--- src/rtl/mem_arbiter.sv ---
`default_nettype none
// ============================================================================
// Module   : mem_arbiter
// Purpose  : Shares one external memory port between the instruction fetch
//            unit (32-bit fetch as two 16-bit read beats) and the CPU data
//            path (16-bit load/store). Data has fixed priority, fetches are
//            atomic, and every request receives exactly one ack pulse.
// Ports    : clk, rst (sync, active-low)
//            Fetch  : f_req, f_addr[15:0] -> f_instr[31:0], f_ack
//            Data   : d_req, d_we, d_addr[15:0], d_wdata[15:0]
//                     -> d_rdata[15:0], d_ack
//            Status : err (high with the ack of a timed-out access)
//            Memory : mem_addr, mem_wdata, mem_rd, mem_wr (to memory)
//                     mem_rdata, mem_busy, mem_ready (from memory)
// Options  : MEM_ARB_TIMEOUT_EN - when defined, each wait state gives up
//            after TIMEOUT cycles without mem_ready and acks with err=1.
//            When undefined, waits are unbounded and err is tied low.
// Revision : 1.0 - initial release
// ============================================================================
module mem_arbiter #(
    parameter int TIMEOUT = 255
) (
    input  logic        clk,
    input  logic        rst,
    input  logic        f_req,
    input  logic [15:0] f_addr,
    output logic [31:0] f_instr,
    output logic        f_ack,
    input  logic        d_req,
    input  logic        d_we,
    input  logic [15:0] d_addr,
    input  logic [15:0] d_wdata,
    output logic [15:0] d_rdata,
    output logic        d_ack,
    output logic        err,
    output logic [15:0] mem_addr,
    output logic [15:0] mem_wdata,
    output logic        mem_rd,
    output logic        mem_wr,
    input  logic [15:0] mem_rdata,
    input  logic        mem_busy,
    input  logic        mem_ready
);

    typedef enum logic [2:0] {
        IDLE     = 3'd0,
        D_ISSUE  = 3'd1,
        D_WAIT   = 3'd2,
        F_ISSUE0 = 3'd3,
        F_WAIT0  = 3'd4,
        F_ISSUE1 = 3'd5,
        F_WAIT1  = 3'd6,
        DONE     = 3'd7
    } state_t;

    // Last wait-counter value before the access is abandoned.
    localparam logic [7:0] c_timeout_last = 8'(TIMEOUT - 1);

    state_t      state_q, state_d;
    logic        data_own_q, data_own_d;   // 1: data port owns the transaction
    logic        we_q, we_d;               // store flag latched at grant
    logic [15:0] mem_addr_q, mem_addr_d;
    logic [15:0] mem_wdata_q, mem_wdata_d;
    logic [15:0] d_rdata_q, d_rdata_d;
    logic [31:0] f_instr_q, f_instr_d;
    logic        w_timeout;                // current wait beat is abandoned

`ifdef MEM_ARB_TIMEOUT_EN
    logic [7:0] wait_cnt_q, wait_cnt_d;
    logic       err_q, err_d;
    logic       w_in_wait;

    assign w_in_wait  = (state_q == D_WAIT) || (state_q == F_WAIT0) ||
                        (state_q == F_WAIT1);
    assign w_timeout  = w_in_wait && !mem_ready && (wait_cnt_q == c_timeout_last);

    // Counter is zero whenever not waiting, so every wait state starts at 0.
    always_comb begin
        wait_cnt_d = 8'd0;
        if (w_in_wait && !mem_ready) begin
            wait_cnt_d = wait_cnt_q + 8'd1;
        end
        // A timeout always moves to DONE, so err_q lines up with the ack.
        err_d = w_timeout;
    end

    always_ff @(posedge clk) begin
        if (!rst) begin
            wait_cnt_q <= 8'd0;
            err_q      <= 1'b0;
        end else begin
            wait_cnt_q <= wait_cnt_d;
            err_q      <= err_d;
        end
    end

    assign err = err_q;
`else
    logic w_unused_timeout;

    assign w_timeout        = 1'b0;
    assign err              = 1'b0;
    assign w_unused_timeout = ^c_timeout_last;
`endif

    always_comb begin
        state_d     = state_q;
        data_own_d  = data_own_q;
        we_d        = we_q;
        mem_addr_d  = mem_addr_q;
        mem_wdata_d = mem_wdata_q;
        d_rdata_d   = d_rdata_q;
        f_instr_d   = f_instr_q;
        mem_rd      = 1'b0;
        mem_wr      = 1'b0;
        f_ack       = 1'b0;
        d_ack       = 1'b0;

        case (state_q)
            IDLE: begin
                if (d_req) begin
                    state_d    = D_ISSUE;
                    data_own_d = 1'b1;
                    we_d       = d_we;
                    mem_addr_d = d_addr;
                    if (d_we) begin
                        mem_wdata_d = d_wdata;
                    end
                end else if (f_req) begin
                    state_d    = F_ISSUE0;
                    data_own_d = 1'b0;
                    we_d       = 1'b0;
                    mem_addr_d = f_addr;
                end
            end
            D_ISSUE: begin
                if (!mem_busy) begin
                    mem_wr  = we_q;
                    mem_rd  = !we_q;
                    state_d = D_WAIT;
                end
            end
            D_WAIT: begin
                if (mem_ready) begin
                    if (!we_q) begin
                        d_rdata_d = mem_rdata;
                    end
                    state_d = DONE;
                end else if (w_timeout) begin
                    if (!we_q) begin
                        d_rdata_d = 16'h0000;
                    end
                    state_d = DONE;
                end
            end
            F_ISSUE0: begin
                if (!mem_busy) begin
                    mem_rd  = 1'b1;
                    state_d = F_WAIT0;
                end
            end
            F_WAIT0: begin
                if (mem_ready) begin
                    f_instr_d[15:0] = mem_rdata;
                    mem_addr_d      = f_addr + 16'd1;   // wraps 0xFFFF -> 0x0000
                    state_d         = F_ISSUE1;
                end else if (w_timeout) begin
                    // Second beat is skipped, so neither half holds valid data.
                    f_instr_d = 32'h0000_0000;
                    state_d   = DONE;
                end
            end
            F_ISSUE1: begin
                if (!mem_busy) begin
                    mem_rd  = 1'b1;
                    state_d = F_WAIT1;
                end
            end
            F_WAIT1: begin
                if (mem_ready) begin
                    f_instr_d[31:16] = mem_rdata;
                    state_d          = DONE;
                end else if (w_timeout) begin
                    f_instr_d[31:16] = 16'h0000;
                    state_d          = DONE;
                end
            end
            DONE: begin
                d_ack   = data_own_q;
                f_ack   = !data_own_q;
                state_d = IDLE;
            end
            default: begin
                state_d = IDLE;
            end
        endcase
    end

    always_ff @(posedge clk) begin
        if (!rst) begin
            state_q     <= IDLE;
            data_own_q  <= 1'b0;
            we_q        <= 1'b0;
            mem_addr_q  <= 16'h0000;
            mem_wdata_q <= 16'h0000;
            d_rdata_q   <= 16'h0000;
            f_instr_q   <= 32'h0000_0000;
        end else begin
            state_q     <= state_d;
            data_own_q  <= data_own_d;
            we_q        <= we_d;
            mem_addr_q  <= mem_addr_d;
            mem_wdata_q <= mem_wdata_d;
            d_rdata_q   <= d_rdata_d;
            f_instr_q   <= f_instr_d;
        end
    end

    assign mem_addr  = mem_addr_q;
    assign mem_wdata = mem_wdata_q;
    assign d_rdata   = d_rdata_q;
    assign f_instr   = f_instr_q;

endmodule
`default_nettype wire

--- config.mk ---
export PLATFORM = sky130hd
export DESIGN_NAME = mem_arbiter
export DESIGN_NICKNAME = d
export VERILOG_FILES = /design/src/rtl/mem_arbiter.sv
export SDC_FILE = /design/constraint.sdc
export NUM_CORES = 1
export LEC_CHECK = 0
export BUFFER_PORTS_ARGS = -buffer_cell sky130_fd_sc_hd__buf_2
export CAP_MARGIN = 10
export CORE_MARGIN = 5
export CORE_UTILIZATION = 48
export DETAILED_ROUTE_END_ITERATION = 10
export PLACE_DENSITY_LB_ADDON = 0.08
export SYNTH_ARGS = -nofsm -noshare
export SYNTH_HDL_FRONTEND = slang
export SYNTH_SLANG_ARGS = --single-unit
--- constraint.sdc ---
create_clock -name clk -period 1.9 [get_ports clk]
set_input_delay 0.38 -clock clk [delete_from_list [all_inputs] [get_ports clk]]
set_output_delay 0.38 -clock clk [all_outputs]
set_load 0.005 [all_outputs]
==> results of run 1 <==
## cells by family after synthesis
| kind of cell | Yosys count |
|---|---|
| muxes | 29 |
| adders and majority gates | 1 |
| AOI/OAI and AO/OA | 89 |
| xor gates and xnor gates | 4 |
| other | 1 |
| buffers and inverters | 40 |
| DFF | 85 |
| and+or+nand+nor | 212 |
## how the worst max path moves through the flow
stage	end	slack, ps	start
after floorplan	mem_addr[5]	270	d_req
after global placement	mem_addr[5]	170	f_req
after detailed placement	mem_addr[5]	130	f_req
after CTS	mem_rd	30	state_q[0]
after global routing	f_ack	-0.3	state_q[2]
final	f_ack	80	state_q[1]
## metrics by stage
stage | worst slack [ps] | total power (W) | cell area [sq um] | hold slack [ps] | setup TNS, ps
final | 82.4 | 0.00428 | 4920 | 271 | 0
after global routing | -0.256 | 0.00452 | 4920 | 258 | -0.256
after CTS | 33.5 | 0.00431 | 4910 | 258 | 0
after detailed placement | 126 | 0.00314 | 4720 | 444 | 0
after global placement | 165 | 0.00313 | 4720 | 439 | 0
after floorplan | 267 | 0.00269 | 3790 | 448 | 0
## worst max-delay path: cells and delay by family (launching register included)
kind / cells / cell delay [ps]
buffers and inverters: 2 / 310
DFF: 1 / 410
and+or+nand+nor: 2 / 380
## layout make-up
type                            instances  share of cell area (%)
Multi-Input combinational cell        336                    39.2
Sequential cell                        85                    34.6
Clock buffer                           10                    2.80
Clock inverter                          6                   0.941
Tap cell                              102                    2.59
Timing Repair Buffer                  174                    19.6
Inverter                                3                   0.229
## metal layers
metal / part of all wire, % / vias up / track usage [%]
met1: 44 / 1700 / 26.5
met2: 47 / 141 / 32.9
li1: - / 1887 / -
met4: 1.1 / 0 / 6.51
met5: 0 / - / 0
met3: 8.2 / 10 / 4.39
## state kept, by name, indices dropped and copies added (netlist names)
name and flops:
f_instr 32, mem_wdata 16, d_rdata 16, data_own_q 1, we_q 1, state_q 3, mem_addr 16
## power groups by stage
stage | combinational [W] | clock [W] | sequential [W]
floorplan | 0.000621 | 0 | 0.00207
global placement | 0.00105 | 0 | 0.00207
detailed placement | 0.00107 | 0 | 0.00207
CTS | 0.00107 | 0.00120 | 0.00204
global route | 0.00118 | 0.00128 | 0.00206
finish | 0.00107 | 0.00117 | 0.00204
## what timing repair did
action                     in CTS  in global routing
gates resized for setup         2                  3
setup endpoints to repair       1                  2
buffers inserted                0                  0
## layout by cell type (no fill, tap or decap), types with 8 or more instances in the layout
master / n
nand2_1: 114
dfxtp_1: 83
o21ai_0: 8
nor2_1: 32
buf_2: 154
clkbuf_8: 10
mux2i_1: 25
a21oi_1: 56
buf_4: 16
nand3_1: 18
==> flow_metrics.env, run 1 <==
export IMPL_synthMuxAreaShare_pct=7.78
export IMPL_place_congestion=0.884
export IMPL_grt_pass1_vias=3521
export IMPL_antenna_cells=0
export IMPL_synth_top_family_by_area="simple AND/OR/NAND/NOR gates"
export IMPL_fin_skew_ps=8.87
export IMPL_dpl_hpwl_microns=7520
export IMPL_cts_made_buffers=9
export IMPL_dp_cells=700
export IMPL_yosys_area_top_type_share_pct=44.9
export IMPL_grt_max_degree=71
export IMPL_tritoncts="yes"
export IMPL_regArea_sq_um=1700
export IMPL_power_net_switching_w=0.00133
export IMPL_finalCriticalPeriod_ps=1820
export IMPL_status="completed"
export IMPL_vias_per_cell=5.22
export IMPL_p_int_w=0.00295
export IMPL_drive_gt1_share_pct=34.4
export IMPL_die_height_microns=98.9
export IMPL_layout_cells_non_filler=716
export IMPL_share_comb_of_total_power_pct=25.0
export IMPL_synthXorXnorAreaFrac_pct=0.923
export IMPL_nets=681
export IMPL_min_from="d_wdata[0]"
export IMPL_synth_area_leader_cell="dfxtp_1"
export IMPL_post_synth_cell_area_avg_sq_um=8.23
export IMPL_htreeDepth=3
export IMPL_hold_violations=0
export IMPL_drt_wl_total_microns=10300
export IMPL_ir_drop_v=0.000339
export IMPL_clkLatencyLatePin_ps=340
export IMPL_yosysWarnings=0
export IMPL_antenna_found_initial=0
export IMPL_drc=0
export IMPL_fmax_mhz=550
export IMPL_reg2reg_to="mem_addr[5]"
export IMPL_num_io_pins=156
export IMPL_synthTopCellsByArea="dfxtp_1 45%, nand2_1 11%, a21oi_1 7.4%"
export IMPL_multi_input_area_sq_um=1930
export IMPL_synth_ff_type="dfxtp_1"
export IMPL_yosys_cell_types_count=54
export IMPL_grt_pass1_wl_microns=16500
export IMPL_ant_nets=0
export IMPL_slowest_stage="dfxtp_2"
export IMPL_synth_seq_cells=85
export IMPL_drt_pass1_iter_count=5
export IMPL_clkPwrFrac_pct=27.3
export IMPL_cts_sinks=85
export IMPL_crit_required_ps=1520
export IMPL_synth_compound_area_share_pct=14.8
export IMPL_crit_type="flip-flop to primary output"
export IMPL_slew_violations=0
export IMPL_start_util_pct=49.1
export IMPL_vias=3738
export IMPL_ctsLongestPathBuffers=2
export IMPL_synth_fp_nets=533
export IMPL_synth_cells=461
export IMPL_p_sw_share_pct=31.0
export IMPL_synth_fa_ha_area_share_pct=0.330
export IMPL_synth_simple_area_share_pct=26.3
export IMPL_port_buffers=154
export IMPL_synth_area_sq_um=3790
export IMPL_rsz0062_at_grt="true"
export IMPL_cts_hold_buf=0
export IMPL_setup_worst_path_start_class="flip-flop"
export IMPL_yosysSeqAreaShare_pct=44.9
export IMPL_post_synth_top_count_cell="nand2_1"
export IMPL_chipWidth_microns=98.9
export IMPL_root_buffer="clkbuf_8"
export IMPL_rows=32
export IMPL_area_delta_synth_final_pct=29.7
export IMPL_grtUsageTotal_pct=20.2
export IMPL_fin_util_pct=63.6
export IMPL_power_density_nw_per_um2=870
export IMPL_worst_path_largest_cell_delay_ps=410
export IMPL_holdPathEnd="mem_wdata[0]"
export IMPL_cellLeakagePower_nw=2.12
export IMPL_period_share_pct=95.7
export IMPL_synthTopCellsByCount="114 x nand2_1, 85 x dfxtp_1, 56 x a21oi_1"
export IMPL_die_area_sq_um=9780
export IMPL_overflow=0
export IMPL_coreArea_sq_um=7730
export IMPL_synth_enable_flop_cells=0
export IMPL_r2r_setup_slack_ps=210
export IMPL_cp_arrival_ps=1440
export IMPL_routedWlPerCell_microns=14.3
export IMPL_seqPwrFrac_pct=47.7
export IMPL_nFillCells=684
export IMPL_async_flop_share_pct=0
export IMPL_worstRegToRegCells=5
export IMPL_cp_end_kind="primary output"
export IMPL_crit_fanout=13
export IMPL_hp_class="input port to flip-flop"
export IMPL_path_cells="buf_6, nand2_1, nor3b_2, buf_2"
export IMPL_r2r_start="state_q[2]"
export IMPL_finalSetupViolCount=0
export IMPL_worstHoldPathCells=3
export IMPL_cts_clk_slew_worst_paths_ps=90
export IMPL_drtIter0Drc=169
export IMPL_cap_violations=0
Note: power is estimated with default switching activity, not from simulation.
==> run 2: changes to the inputs <==
- CORE_UTILIZATION: 48 -> 40
==> run 2 against run 1 <==
  * Non-clock buffer count is 3 higher
  * Total power is 1.3% higher
  * Critical path depth stayed put
  * Wire length is 6.8% higher
  * Via count is 1.2% higher
  * Cell area is 0.92% higher
  * Sequential power hardly changed
  * Clock-buffer cell count is 1 higher
  * Clock power is 3% higher
  * Sequential share of layout area is 0.24 points lower
  * Largest cell class unchanged
==> flow_metrics.env, run 2 (same netlist as run 1, synthesis figures left out) <==
export IMPL_worstHoldPathCells=3
export IMPL_fin_skew_ps=14.9
export IMPL_num_io_pins=156
export IMPL_cts_sinks=85
export IMPL_cts_clk_slew_worst_paths_ps=90
export IMPL_crit_type="flip-flop to primary output"
export IMPL_setup_worst_path_start_class="flip-flop"
export IMPL_post_cts_buffers=0
export IMPL_cts_made_buffers=9
export IMPL_slew_violations=0
export IMPL_power_density_nw_per_um2=874
export IMPL_chipWidth_microns=107
export IMPL_r2r_setup_slack_ps=190
export IMPL_largest_reg_flops=32
export IMPL_routedWlPerCell_microns=14.7
export IMPL_cp_end_kind="primary output"
export IMPL_finalSetupViolCount=0
export IMPL_place_congestion=0.842
export IMPL_grt_max_degree=78
export IMPL_rows=35
export IMPL_holdPathEnd="mem_wdata[14]"
export IMPL_die_height_microns=107
export IMPL_start_util_pct=41.1
export IMPL_antenna_cells=0
export IMPL_die_area_sq_um=11500
export IMPL_cap_violations=0
export IMPL_finalCriticalPeriod_ps=1790
export IMPL_status="completed"
export IMPL_fin_util_pct=53.7
export IMPL_root_buffer="clkbuf_8"
export IMPL_drt_pass1_iter_count=5
export IMPL_vias=3781
export IMPL_crit_fanout=11
export IMPL_setup_slack_ps=110
export IMPL_drt_wl_total_microns=10900
export IMPL_drive_gt1_share_pct=34.4
export IMPL_cts_hold_buf=0
export IMPL_coreArea_sq_um=9240
export IMPL_layout_commonest_cell="buf_2"
export IMPL_r2r_start="state_q[0]"
export IMPL_rsz0062_at_grt="false"
export IMPL_cellLeakagePower_nw=2.14
export IMPL_fin_setup_tns_ps=0
export IMPL_crit_required_ps=1520
export IMPL_multi_input_area_sq_um=1920
export IMPL_hp_class="input port to flip-flop"
export IMPL_port_buffers=154
export IMPL_htreeDepth=3
export IMPL_drtIter0Drc=170
export IMPL_reg2reg_to="mem_addr[5]"
export IMPL_min_from="d_wdata[14]"
export IMPL_grt_pass1_vias=3794
export IMPL_drc=0
export IMPL_vias_per_cell=5.07
export IMPL_hold_violations=0
export IMPL_pre_cts_slack_ps=82.2
export IMPL_nets=684
export IMPL_hold_slack_ps=261
export IMPL_regArea_sq_um=1710
export IMPL_clkLatencyLatePin_ps=350
export IMPL_grt_pass1_wl_microns=18000
export IMPL_antenna_found_initial=0
export IMPL_ant_nets=0
export IMPL_tritoncts="yes"
export IMPL_dpl_hpwl_microns=7860
export IMPL_worstRegToRegCells=5
export IMPL_fmax_mhz=559
export IMPL_cp_arrival_ps=1410
export IMPL_period_share_pct=94.2
export IMPL_area_delta_synth_final_pct=30.8
export IMPL_overflow=0
export IMPL_ctsLongestPathBuffers=2
export IMPL_nFillCells=924
export IMPL_ir_drop_v=0.000468
export IMPL_grtUsageTotal_pct=19.2
export IMPL_mostFrequentLayoutCells="154 x buf_2, 114 x nand2_1, 82 x dfxtp_1"
==> run 2: through the flow <==
| stage | total power, W | cell area (sq um) | instances |
|---|---|---|---|
| 5_1_grt | 0.00461 | 4960 | 746 |
| 2_1_floorplan | 0.00269 | 3790 | 461 |
| 6_report | 0.00434 | 4960 | 746 |
| 3_3_place_gp | 0.00314 | 4760 | 730 |
| 3_5_place_dp | 0.00316 | 4760 | 730 |
| 4_1_cts | 0.00438 | 4950 | 746 |
==> run 2: what timing repair did <==
item	CTS	global route
gates resized for setup	1	5
cloned	0	0
setup endpoints to repair	1	2
==> run 2: area by class of cell <==
type / count / share of cell area [%]
multi-input cells: 336 / 38.7
flip-flops and latches: 85 / 34.4
repair buffers: 177 / 19.7
well taps: 129 / 3.25
clock buffers: 11 / 2.85
clock inverters: 5 / 0.882
inverters: 3 / 0.227
==> run 2: routing by layer <==
layer / track usage (%) / part of all wire [%] / up-vias
li1: - / - / 1891
met4: 5.59 / 1.5 / 0
met5: 0 / 0 / -
met1: 24.2 / 45 / 1740
met3: 5.64 / 7.3 / 14
met2: 31.7 / 47 / 136
==> run 2: worst max-delay path by stage <==
| stage | start | endpoint | slack [ps] |
|---|---|---|---|
| after floorplan | d_req | mem_addr[5] | 270 |
| after CTS | state_q[0] | mem_rd | 10 |
| after detailed placement | f_req | mem_addr[7] | 80 |
| after global routing | state_q[1] | f_ack | 20 |
| final | state_q[0] | mem_rd | 110 |
| after global placement | f_req | mem_addr[5] | 110 |
==> run 2: where the power goes <==
part | total (W) | internal (W) | switching [W]
clock | 0.00121 | 0.000528 | 0.000685
sequential | 0.00204 | 0.00194 | 0.0000988
combinational | 0.00108 | 0.000498 | 0.000584
total | 0.00434 | 0.00297 | 0.00137
==> run 2: worst max-delay path, cell delays in order, from the launching register on <==
cell and delay (ps):
dfxtp_2 390, buf_4 190, nand2b_1 130, and3b_1 230, buf_2 110
